<file path="config.mk">
export PLATFORM = sky130hd
export DESIGN_NAME = lsu_dmem_master
export DESIGN_NICKNAME = d
export VERILOG_FILES = /design/src/rtl/lsu_dmem_master.sv
export SDC_FILE = /design/constraint.sdc
export NUM_CORES = 1
export LEC_CHECK = 0
export ABC_AREA = 1
export CORE_ASPECT_RATIO = 1.4
export CORE_MARGIN = 2
export CORE_UTILIZATION = 35
export DETAILED_ROUTE_END_ITERATION = 8
export SETUP_SLACK_MARGIN = 0.2
export SLEW_MARGIN = 10
export SYNTH_ARGS = -nofsm -noshare
export SYNTH_HDL_FRONTEND = slang
export SYNTH_SLANG_ARGS = --single-unit
</file>
<file path="constraint.sdc">
create_clock -name clk -period 2.4 [get_ports clk]
set_input_delay 0.72 -clock clk [delete_from_list [all_inputs] [get_ports clk]]
set_output_delay 0.72 -clock clk [all_outputs]
set_load 0.1 [all_outputs]
</file>
<file path="src/rtl/lsu_dmem_master.sv">
// lsu_dmem_master: load/store initiator between execute and the word-wide
// data memory. Handles byte/half/word loads with sign/zero extension and
// sub-word stores as read-modify-write, since the memory has no byte enables.
// Optional build macro LSU_MISALIGN_TRAP_EN: when defined, misaligned requests
// are trapped to ERR and pulse err; when undefined they are aligned down.
module lsu_dmem_master #(
    parameter bit MEM_WORD_ADDR = 1'b1
) (
    input  logic        clk,
    input  logic        rst,
    input  logic        req_valid,
    output logic        req_ready,
    input  logic        req_we,
    input  logic [1:0]  req_size,
    input  logic        req_unsigned,
    input  logic [31:0] req_addr,
    input  logic [31:0] req_wdata,
    output logic        rsp_valid,
    output logic [31:0] rsp_data,
    output logic        st_done,
    output logic        err,
    output logic        mem_dmem,
    output logic [31:0] mem_addr,
    output logic [31:0] mem_data_w,
    input  logic [31:0] mem_data_o
);

    localparam logic [2:0] S_IDLE     = 3'd0;
    localparam logic [2:0] S_RD_ISSUE = 3'd1;
    localparam logic [2:0] S_RD_DATA  = 3'd2;
    localparam logic [2:0] S_WRITE    = 3'd3;
    localparam logic [2:0] S_ERR      = 3'd4;

    logic [2:0]  state;
    logic        we_q;
    logic        uns_q;
    logic [1:0]  size_q;
    logic [1:0]  lane_q;
    logic [31:0] wdata_q;

    logic [31:0] al_addr;
    logic [31:0] mem_addr_next;
    logic [31:0] load_ext;
    logic [31:0] merged;
    logic        trap;

    // Memory only writes in WRITE; every other state (including reset) reads.
    assign req_ready = (state == S_IDLE);
    assign mem_dmem  = (state != S_WRITE);

`ifdef LSU_MISALIGN_TRAP_EN
    assign trap = ((req_size == 2'b01) && req_addr[0]) ||
                  (req_size[1] && (req_addr[1:0] != 2'b00));
`else
    assign trap = 1'b0;
    assign err  = 1'b0;
`endif

    // Align the request address down to its access size.
    always_comb begin
        // NOTE: default assignment first so no path leaves al_addr unassigned (no latch).
        al_addr = req_addr;
        if (req_size == 2'b01)
            al_addr[0] = 1'b0;
        else if (req_size[1])
            al_addr[1:0] = 2'b00;
    end

    assign mem_addr_next = MEM_WORD_ADDR ? {2'b00, al_addr[31:2]}
                                         : {al_addr[31:2], 2'b00};

    // Extract the addressed lane of the read word and extend it.
    always_comb begin
        logic [7:0]  b;
        logic [15:0] h;
        b = mem_data_o[{lane_q, 3'b000} +: 8];
        h = lane_q[1] ? mem_data_o[31:16] : mem_data_o[15:0];
        case (size_q)
            2'b00:   load_ext = {{24{~uns_q & b[7]}}, b};
            2'b01:   load_ext = {{16{~uns_q & h[15]}}, h};
            default: load_ext = mem_data_o;
        endcase
    end

    // Merge store data into the read word, leaving other bytes untouched.
    always_comb begin
        merged = mem_data_o;
        case (size_q)
            2'b00: merged[{lane_q, 3'b000} +: 8] = wdata_q[7:0];
            2'b01: begin
                if (lane_q[1])
                    merged[31:16] = wdata_q[15:0];
                else
                    merged[15:0]  = wdata_q[15:0];
            end
            default: merged = wdata_q;
        endcase
    end

    // Request capture, FSM sequencing and registered memory/response outputs.
    always_ff @(posedge clk or negedge rst) begin
        if (!rst) begin
            state      <= S_IDLE;
            we_q       <= 1'b0;
            uns_q      <= 1'b0;
            size_q     <= 2'b00;
            lane_q     <= 2'b00;
            wdata_q    <= '0;
            mem_addr   <= '0;
            mem_data_w <= '0;
            rsp_data   <= '0;
            rsp_valid  <= 1'b0;
            st_done    <= 1'b0;
`ifdef LSU_MISALIGN_TRAP_EN
            err        <= 1'b0;
`endif
        end else begin
            // NOTE: non-blocking for all state so every register sees pre-edge values.
            rsp_valid <= 1'b0;
            st_done   <= 1'b0;
`ifdef LSU_MISALIGN_TRAP_EN
            err       <= 1'b0;
`endif
            case (state)
                S_IDLE: begin
                    if (req_valid) begin
                        we_q    <= req_we;
                        uns_q   <= req_unsigned;
                        size_q  <= req_size;
                        lane_q  <= al_addr[1:0];
                        wdata_q <= req_wdata;
                        if (trap) begin
                            state <= S_ERR;
                        end else begin
                            mem_addr <= mem_addr_next;
                            if (req_we && req_size[1]) begin
                                mem_data_w <= req_wdata;
                                state      <= S_WRITE;
                            end else begin
                                state <= S_RD_ISSUE;
                            end
                        end
                    end
                end
                S_RD_ISSUE: state <= S_RD_DATA;
                S_RD_DATA: begin
                    if (we_q) begin
                        mem_data_w <= merged;
                        state      <= S_WRITE;
                    end else begin
                        rsp_data  <= load_ext;
                        rsp_valid <= 1'b1;
                        state     <= S_IDLE;
                    end
                end
                S_WRITE: begin
                    st_done <= 1'b1;
                    state   <= S_IDLE;
                end
                S_ERR: begin
`ifdef LSU_MISALIGN_TRAP_EN
                    err <= 1'b1;
`endif
                    state <= S_IDLE;
                end
                default: state <= S_IDLE;
            endcase
        end
    end

endmodule

</file>
==> results.py, run 1 <==
metrics = {
    "outcome": {
        "run_status": "complete, no violations",
    },
    "worst_setup_path": {
        "setup.worst_path.class": "reg2out",
        "critical_path.max_fanout": 5,
        "critical_path_arrival_ns": 1.25,
        "worst_setup_path_start_kind": "flop",
        "cp-end-kind": "output port",
        "cpMaxStageDelayCell": "sky130_fd_sc_hd__dfrtp_1",
        "critPathMaxStageDelay_ns": 0.46,
        "timing.critical_path.cells": "nor2_2 > buf_12",
        "worst-endpoint-required_ns": 1.68,
    },
    "grt": {
        "grt_overflow_total": 0,
        "grt_pass1_vias": 7365,
        "wire_length_of_the_first_global_routing_pass_mm": 40.5,
        "grt_max_degree": 85,
        "global_routing_usage_summed_across_all_routing_layers_pct": 23.0,
        "number_of_antenna_violations_at_the_first_check_in_global_routing": 0,
    },
    "final_layout": {
        "final_cell_mix": "sky130_fd_sc_hd__nand2_1 (533), sky130_fd_sc_hd__nor2_1 (143), sky130_fd_sc_hd__dfrtp_1 (135)",
        "antenna_cells": 0,
        "post-route-cell-area_um2": 10300,
        "finish.net_count": 1450,
        "flow.area_growth_from_synthesis_pct": 35.1,
        "layout.cells.most_common": "sky130_fd_sc_hd__nand2_1",
        "final_layout_size_suffix_gt1_share_pct": 14.2,
        "fillCellCount": 2252,
    },
    "detailed_routing": {
        "drt_first_iter_violations": 551,
        "vias": 7689,
        "drt_first_pass_iters": 5,
        "detail_route.vias_per_cell": 4.75,
        "routed_wl_mm": 25.9,
        "drt_antenna_net_count": 0,
        "drc": 0,
        "routed_wire_length_per_instance_um": 16.0,
    },
    "logic_synthesis": {
        "yosys-top-cells-area": "sky130_fd_sc_hd__dfrtp_1 (44%), sky130_fd_sc_hd__nand2_1 (26%), sky130_fd_sc_hd__nor2_1 (7.1%)",
        "netlist_area_um2": 7650,
        "avgSynthCellArea_um2": 6.65,
        "synth_top_cell_by_area": "sky130_fd_sc_hd__dfrtp_1",
        "synth_largest_type_area_fraction_pct": 44.5,
        "ys_ff_latch": 136,
        "syn_inst": 1151,
        "synth.yosys.warnings": 0,
        "synth_seq_area_share_pct": 44.5,
        "synthDistinctLibCells": 26,
    },
    "timing": {
        "setup_ws_ns": 0.431,
        "hold_viol": 0,
        "max_slew.worst_pin.slew_ns": 0.572,
        "finalClockSkew_ns": 0.00866,
        "max_freq_mhz": 508,
        "min_period_over_period_pct": 82.0,
        "setup_repair_after_global_routing_missed_its_margin": "no",
        "tns_ns": 0,
        "finalSetupViolations": 0,
        "final_period_minus_worst_setup_slack_ns": 1.97,
        "slew_violations": 0,
        "max_slew_headroom_pct": 61.9,
    },
    "floorplan": {
        "io-pin-count": 204,
        "core_area_um2": 21600,
        "initial_utilization_pct": 35.4,
        "die-width_um": 129,
        "placementRows": 64,
        "die-height_um": 179,
        "design.die.area_um2": 23100,
    },
    "clock_tree": {
        "clock-sinks": 136,
        "cts_htree_levels": 4,
        "cts_buffers": 17,
        "cts-root-to-sink-buffers": 2,
        "cts_setup_buffers": 0,
        "number_of_resized_instances_in_the_post_cts_repair_step": 0,
        "clk_pin_slew_worst_paths_ns": 0.06,
        "worst_skew_pair.late_latency_ns": 0.43,
        "clock_root_cell": "sky130_fd_sc_hd__clkbuf_16",
        "cts_tree": "yes",
        "holdBufCountCts": 0,
    },
    "placement": {
        "dpl_cell_area_um2": 9760,
        "port_buffers": 200,
        "worst_setup_timing_slack_at_the_placement_stage_ns": 0.129,
        "gpl.final_weighted_congestion": 0.932,
        "place_hpwl_mm": 19.2,
    },
    "worst_hold_path": {
        "min-delay-path-class": "in2async",
    },
    "flow_run": {
        "max_cap_viols": 0,
    },
}
metal layers:
metal / global-route usage [%] / routed length [um]
met1: 28.6 / 11000
met2: 38.2 / 12500
met3: 4.51 / 1320
met4: 10.9 / 1050
met5: 0 / 0
registers in the layout (all words and copies together), names as in the netlist:
name,count
size_q,2
state,2
uns_q,1
rsp_valid,1
mem_data_w,32
wdata_q,32
mem_addr,30
rsp_data,32
we_q,1
lane_q,2
st_done,1
cell usage after synthesis:
cell                       instances
sky130_fd_sc_hd__or2_2            17
sky130_fd_sc_hd__o21ai_0          58
sky130_fd_sc_hd__ha_1              5
sky130_fd_sc_hd__inv_2             4
sky130_fd_sc_hd__buf_2            24
sky130_fd_sc_hd__a21oi_1          69
sky130_fd_sc_hd__nor2_4            2
sky130_fd_sc_hd__clkbuf_1         23
sky130_fd_sc_hd__dfrtp_1         136
sky130_fd_sc_hd__nand2_1         533
sky130_fd_sc_hd__clkinv_1          3
sky130_fd_sc_hd__conb_1            1
sky130_fd_sc_hd__buf_1             2
sky130_fd_sc_hd__o22ai_1           1
sky130_fd_sc_hd__nor2_1          144
sky130_fd_sc_hd__nand3_1          21
sky130_fd_sc_hd__o22a_1            1
sky130_fd_sc_hd__nand4_1           8
sky130_fd_sc_hd__nor3_2            1
sky130_fd_sc_hd__nor2_2            2
sky130_fd_sc_hd__o21a_1            1
sky130_fd_sc_hd__inv_1            75
sky130_fd_sc_hd__a21oi_2           5
sky130_fd_sc_hd__buf_4             8
sky130_fd_sc_hd__nand2_4           1
sky130_fd_sc_hd__nand2_2           6
layout make-up:
| cell class | instances | area, um^2 | share of cell area (%) |
|---|---|---|---|
| clock inverters | 9 | 125 | 1.21 |
| well taps | 264 | 330 | 3.20 |
| clock buffers | 23 | 448 | 4.34 |
| flip-flops and latches | 136 | 3400 | 32.9 |
| multi-input cells | 878 | 3680 | 35.6 |
| repair buffers | 227 | 2040 | 19.7 |
| inverters | 82 | 308 | 2.98 |
per-stage QoR:
stage          util, %  hold slack, ns  cells
6_report          47.8           0.196   1619
5_1_grt           47.8           0.233   1619
4_1_cts           47.8           0.212   1619
3_5_place_dp      45.1           0.461   1587
3_3_place_gp      45.1           0.458   1587
2_1_floorplan        -           0.424   1153
worst max-delay path: cells and delay by family (launching register included):
family                 cells  cell delay, ns
and+or+nand+nor            1            0.18
DFF                        1            0.46
buffers and inverters      1            0.19
path summary, 6_finish.rpt:
kind | startpoint | end | slack [ns] | depth (start not counted)
setup / recovery | state[1] | req_ready | 0.43 | 2
hold / removal | rst | mem_data_w[24] | 0.20 | 1
setup reg to reg | lane_q[0] | mem_data_w[8] | 0.50 | 10
hold reg to reg | wdata_q[29] | wdata_q[29] | 0.47 | 2
max in group asynchronous | rst | size_q[1] | 1.51 | 2
min in group clk | wdata_q[29] | wdata_q[29] | 0.47 | 2
cells by family after synthesis:
family          Yosys count  synth area share [%]
compound gates          135                  9.18
fa+ha+maj                 5                 0.818
buf+inv                 139                  7.61
flops                   136                  44.5
other cells               1                0.0490
simple gates            735                  37.9
Power of run 1 is left out: the tool's default activity adds up to more than one toggle a clock period on the data nets, which glitch-free logic cannot reach.
==> inputs of run 2 (changes only) <==
==> constraint.sdc (replaced) <==
create_clock -name clk -period 2 [get_ports clk]
set_input_delay 0.6 -clock clk [delete_from_list [all_inputs] [get_ports clk]]
set_output_delay 0.6 -clock clk [all_outputs]
set_load 0.1 [all_outputs]
==> run 2 against run 1 <==
Count of clock-buffer cells in the layout decreased by 3; sequential share of layout area is 4.4 points lower; clock skew about the same; critical path depth unchanged; design area up 15%; worst setup slack lost 0.21 ns; via count grew 2.5%; wire length is 3.3% higher; critical path type unchanged.
==> results.py, run 2 (same netlist as run 1, synthesis figures left out) <==
metrics = {
    "floorplan": {
        "core_area_um2": 21600,
        "placementRows": 64,
        "initial_utilization_pct": 35.4,
        "die-width_um": 129,
        "die-height_um": 179,
        "io-pin-count": 204,
        "design.die.area_um2": 23100,
    },
    "worst_setup_path": {
        "register_to_register_setup_slack_ns": 0.32,
        "worst_setup_path_start_kind": "flop",
        "timing.reg2reg.worst_path_depth": 10,
        "startpoint": "state[1]",
        "critical_register_to_register_path_startpoint": "lane_q[1]",
        "cp-end-kind": "output port",
        "critical_path_arrival_ns": 1.17,
        "worst-endpoint-required_ns": 1.40,
        "setup.worst_path.class": "reg2out",
        "critical_path_capture_point": "req_ready",
        "r2r_end": "mem_data_w[8]",
        "critical_path.max_fanout": 3,
    },
    "clock_tree": {
        "cts_htree_levels": 4,
        "holdBufCountCts": 0,
        "worst_skew_pair.late_latency_ns": 0.42,
        "cts_buffers": 17,
        "cts-root-to-sink-buffers": 2,
        "clk_pin_slew_worst_paths_ns": 0.06,
        "cts_tree": "yes",
        "clock_root_cell": "sky130_fd_sc_hd__clkbuf_16",
        "clock-sinks": 136,
    },
    "timing": {
        "min_hold_slack_ns": 0.0698,
        "max_slew_headroom_pct": 62.9,
        "hold_viol": 0,
        "final_period_minus_worst_setup_slack_ns": 1.77,
        "max_slew.worst_pin.slew_ns": 0.556,
        "min_period_over_period_pct": 88.7,
        "setup_ws_ns": 0.226,
        "slew_violations": 0,
        "setup_repair_after_global_routing_missed_its_margin": "yes",
        "finalSetupViolations": 0,
        "finalClockSkew_ns": 0.00828,
        "max_freq_mhz": 564,
    },
    "detailed_routing": {
        "routed_wire_length_per_instance_um": 16.1,
        "detail_route.vias_per_cell": 4.76,
        "drt_antenna_net_count": 0,
        "drt_first_iter_violations": 593,
        "vias": 7884,
        "drc": 0,
        "drt_first_pass_iters": 5,
        "routed_wl_mm": 26.8,
    },
    "final_layout": {
        "final_layout_size_suffix_gt1_share_pct": 17.5,
        "post-route-cell-area_um2": 11900,
        "final_cell_mix": "sky130_fd_sc_hd__nand2_1 (532), sky130_fd_sc_hd__nor2_1 (141), sky130_fd_sc_hd__dfrtp_1 (133)",
        "layout.cells.most_common": "sky130_fd_sc_hd__nand2_1",
        "leading_registers_by_flop_count": "mem_data_w: 32 flops, rsp_data: 32 flops, wdata_q: 32 flops",
        "flow.area_growth_from_synthesis_pct": 55.8,
        "finish.net_count": 1489,
        "antenna_cells": 0,
    },
    "grt": {
        "global_routing_usage_summed_across_all_routing_layers_pct": 23.9,
        "grt_overflow_total": 0,
        "wire_length_of_the_first_global_routing_pass_mm": 42.4,
        "grt_pass1_vias": 7806,
        "number_of_antenna_violations_at_the_first_check_in_global_routing": 0,
        "grt_max_degree": 68,
    },
    "placement": {
        "port_buffers": 200,
        "place_hpwl_mm": 20.5,
        "worst_setup_timing_slack_at_the_placement_stage_ns": -0.0708,
        "dpl_cell_area_um2": 11300,
        "gpl.final_weighted_congestion": 0.926,
    },
    "outcome": {
        "run_status": "complete, no violations",
    },
    "worst_hold_path": {
        "min-delay-path-class": "in2async",
    },
    "flow_run": {
        "max_cap_viols": 0,
    },
}
==> run 2: stage by stage <==
step | setup TNS (ns) | cells | utilization, %
after global placement | -0.0565 | 1621 | 52.2
final | 0 | 1658 | 55.1
after floorplan | 0 | 1153 | -
after CTS | 0 | 1657 | 55.0
after detailed placement | -1.19 | 1621 | 52.2
after global routing | 0 | 1658 | 55.1
==> run 2: how the worst min path moves through the flow <==
stage / startpoint / endpoint / slack [ns] / cells after the start
6_report: rst / mem_addr[1] / 0.07 / 1
4_1_cts: rst / mem_addr[1] / 0.07 / 1
3_5_place_dp: wdata_q[29] / wdata_q[29] / 0.46 / 2
3_3_place_gp: wdata_q[29] / wdata_q[29] / 0.46 / 2
5_1_grt: rst / mem_data_w[25] / 0.08 / 1
2_1_floorplan: rst / lane_q[0] / 0.30 / 0
==> run 2: timing repair <==
item,CTS,global route
pin swaps,1,1
setup buffers,3,1
setup endpoints to repair,3,21
gates cloned,1,0
gates resized for setup,3,5
==> run 2: worst max-delay path: stages, from the launching register on <==
cell,delay (ns)
sky130_fd_sc_hd__dfrtp_2,0.44
sky130_fd_sc_hd__nor2_4,0.14
sky130_fd_sc_hd__buf_12,0.18
==> run 2: area by class of cell <==
| type | instances | area (um^2) |
|---|---|---|
| well taps | 264 | 330 |
| fillers | 2042 | 9700 |
| clock buffers | 20 | 457 |
| clock inverters | 12 | 125 |
| multi-input cells | 879 | 3720 |
| flip-flops and latches | 136 | 3410 |
| repair buffers | 265 | 3570 |
| inverters | 82 | 309 |
==> run 2: routing by layer <==
layer	track usage, %	wire length (um)	vias to the layer above	part of all wire [%]
li1	-	-	3980	-
met1	29.0	11000	3634	41
met2	41.7	13600	235	51
met3	4.57	1230	35	4.6
met4	9.51	900	0	3.4
met5	0	0	-	0
Power of run 2 is left out for the same reason.
==> inputs of run 3 (changes only) <==
--- a/config.mk
+++ b/config.mk
@@ -10,6 +10,7 @@
 export CORE_MARGIN = 2
 export CORE_UTILIZATION = 35
 export DETAILED_ROUTE_END_ITERATION = 8
+export HOLD_SLACK_MARGIN = 0.02
 export SETUP_SLACK_MARGIN = 0.2
 export SLEW_MARGIN = 10
 export SYNTH_ARGS = -nofsm -noshare
==> results of run 3 <==
Same layout as run 2: the final DEF is identical, and so are final timing and power.
Power of run 3 is left out for the same reason.
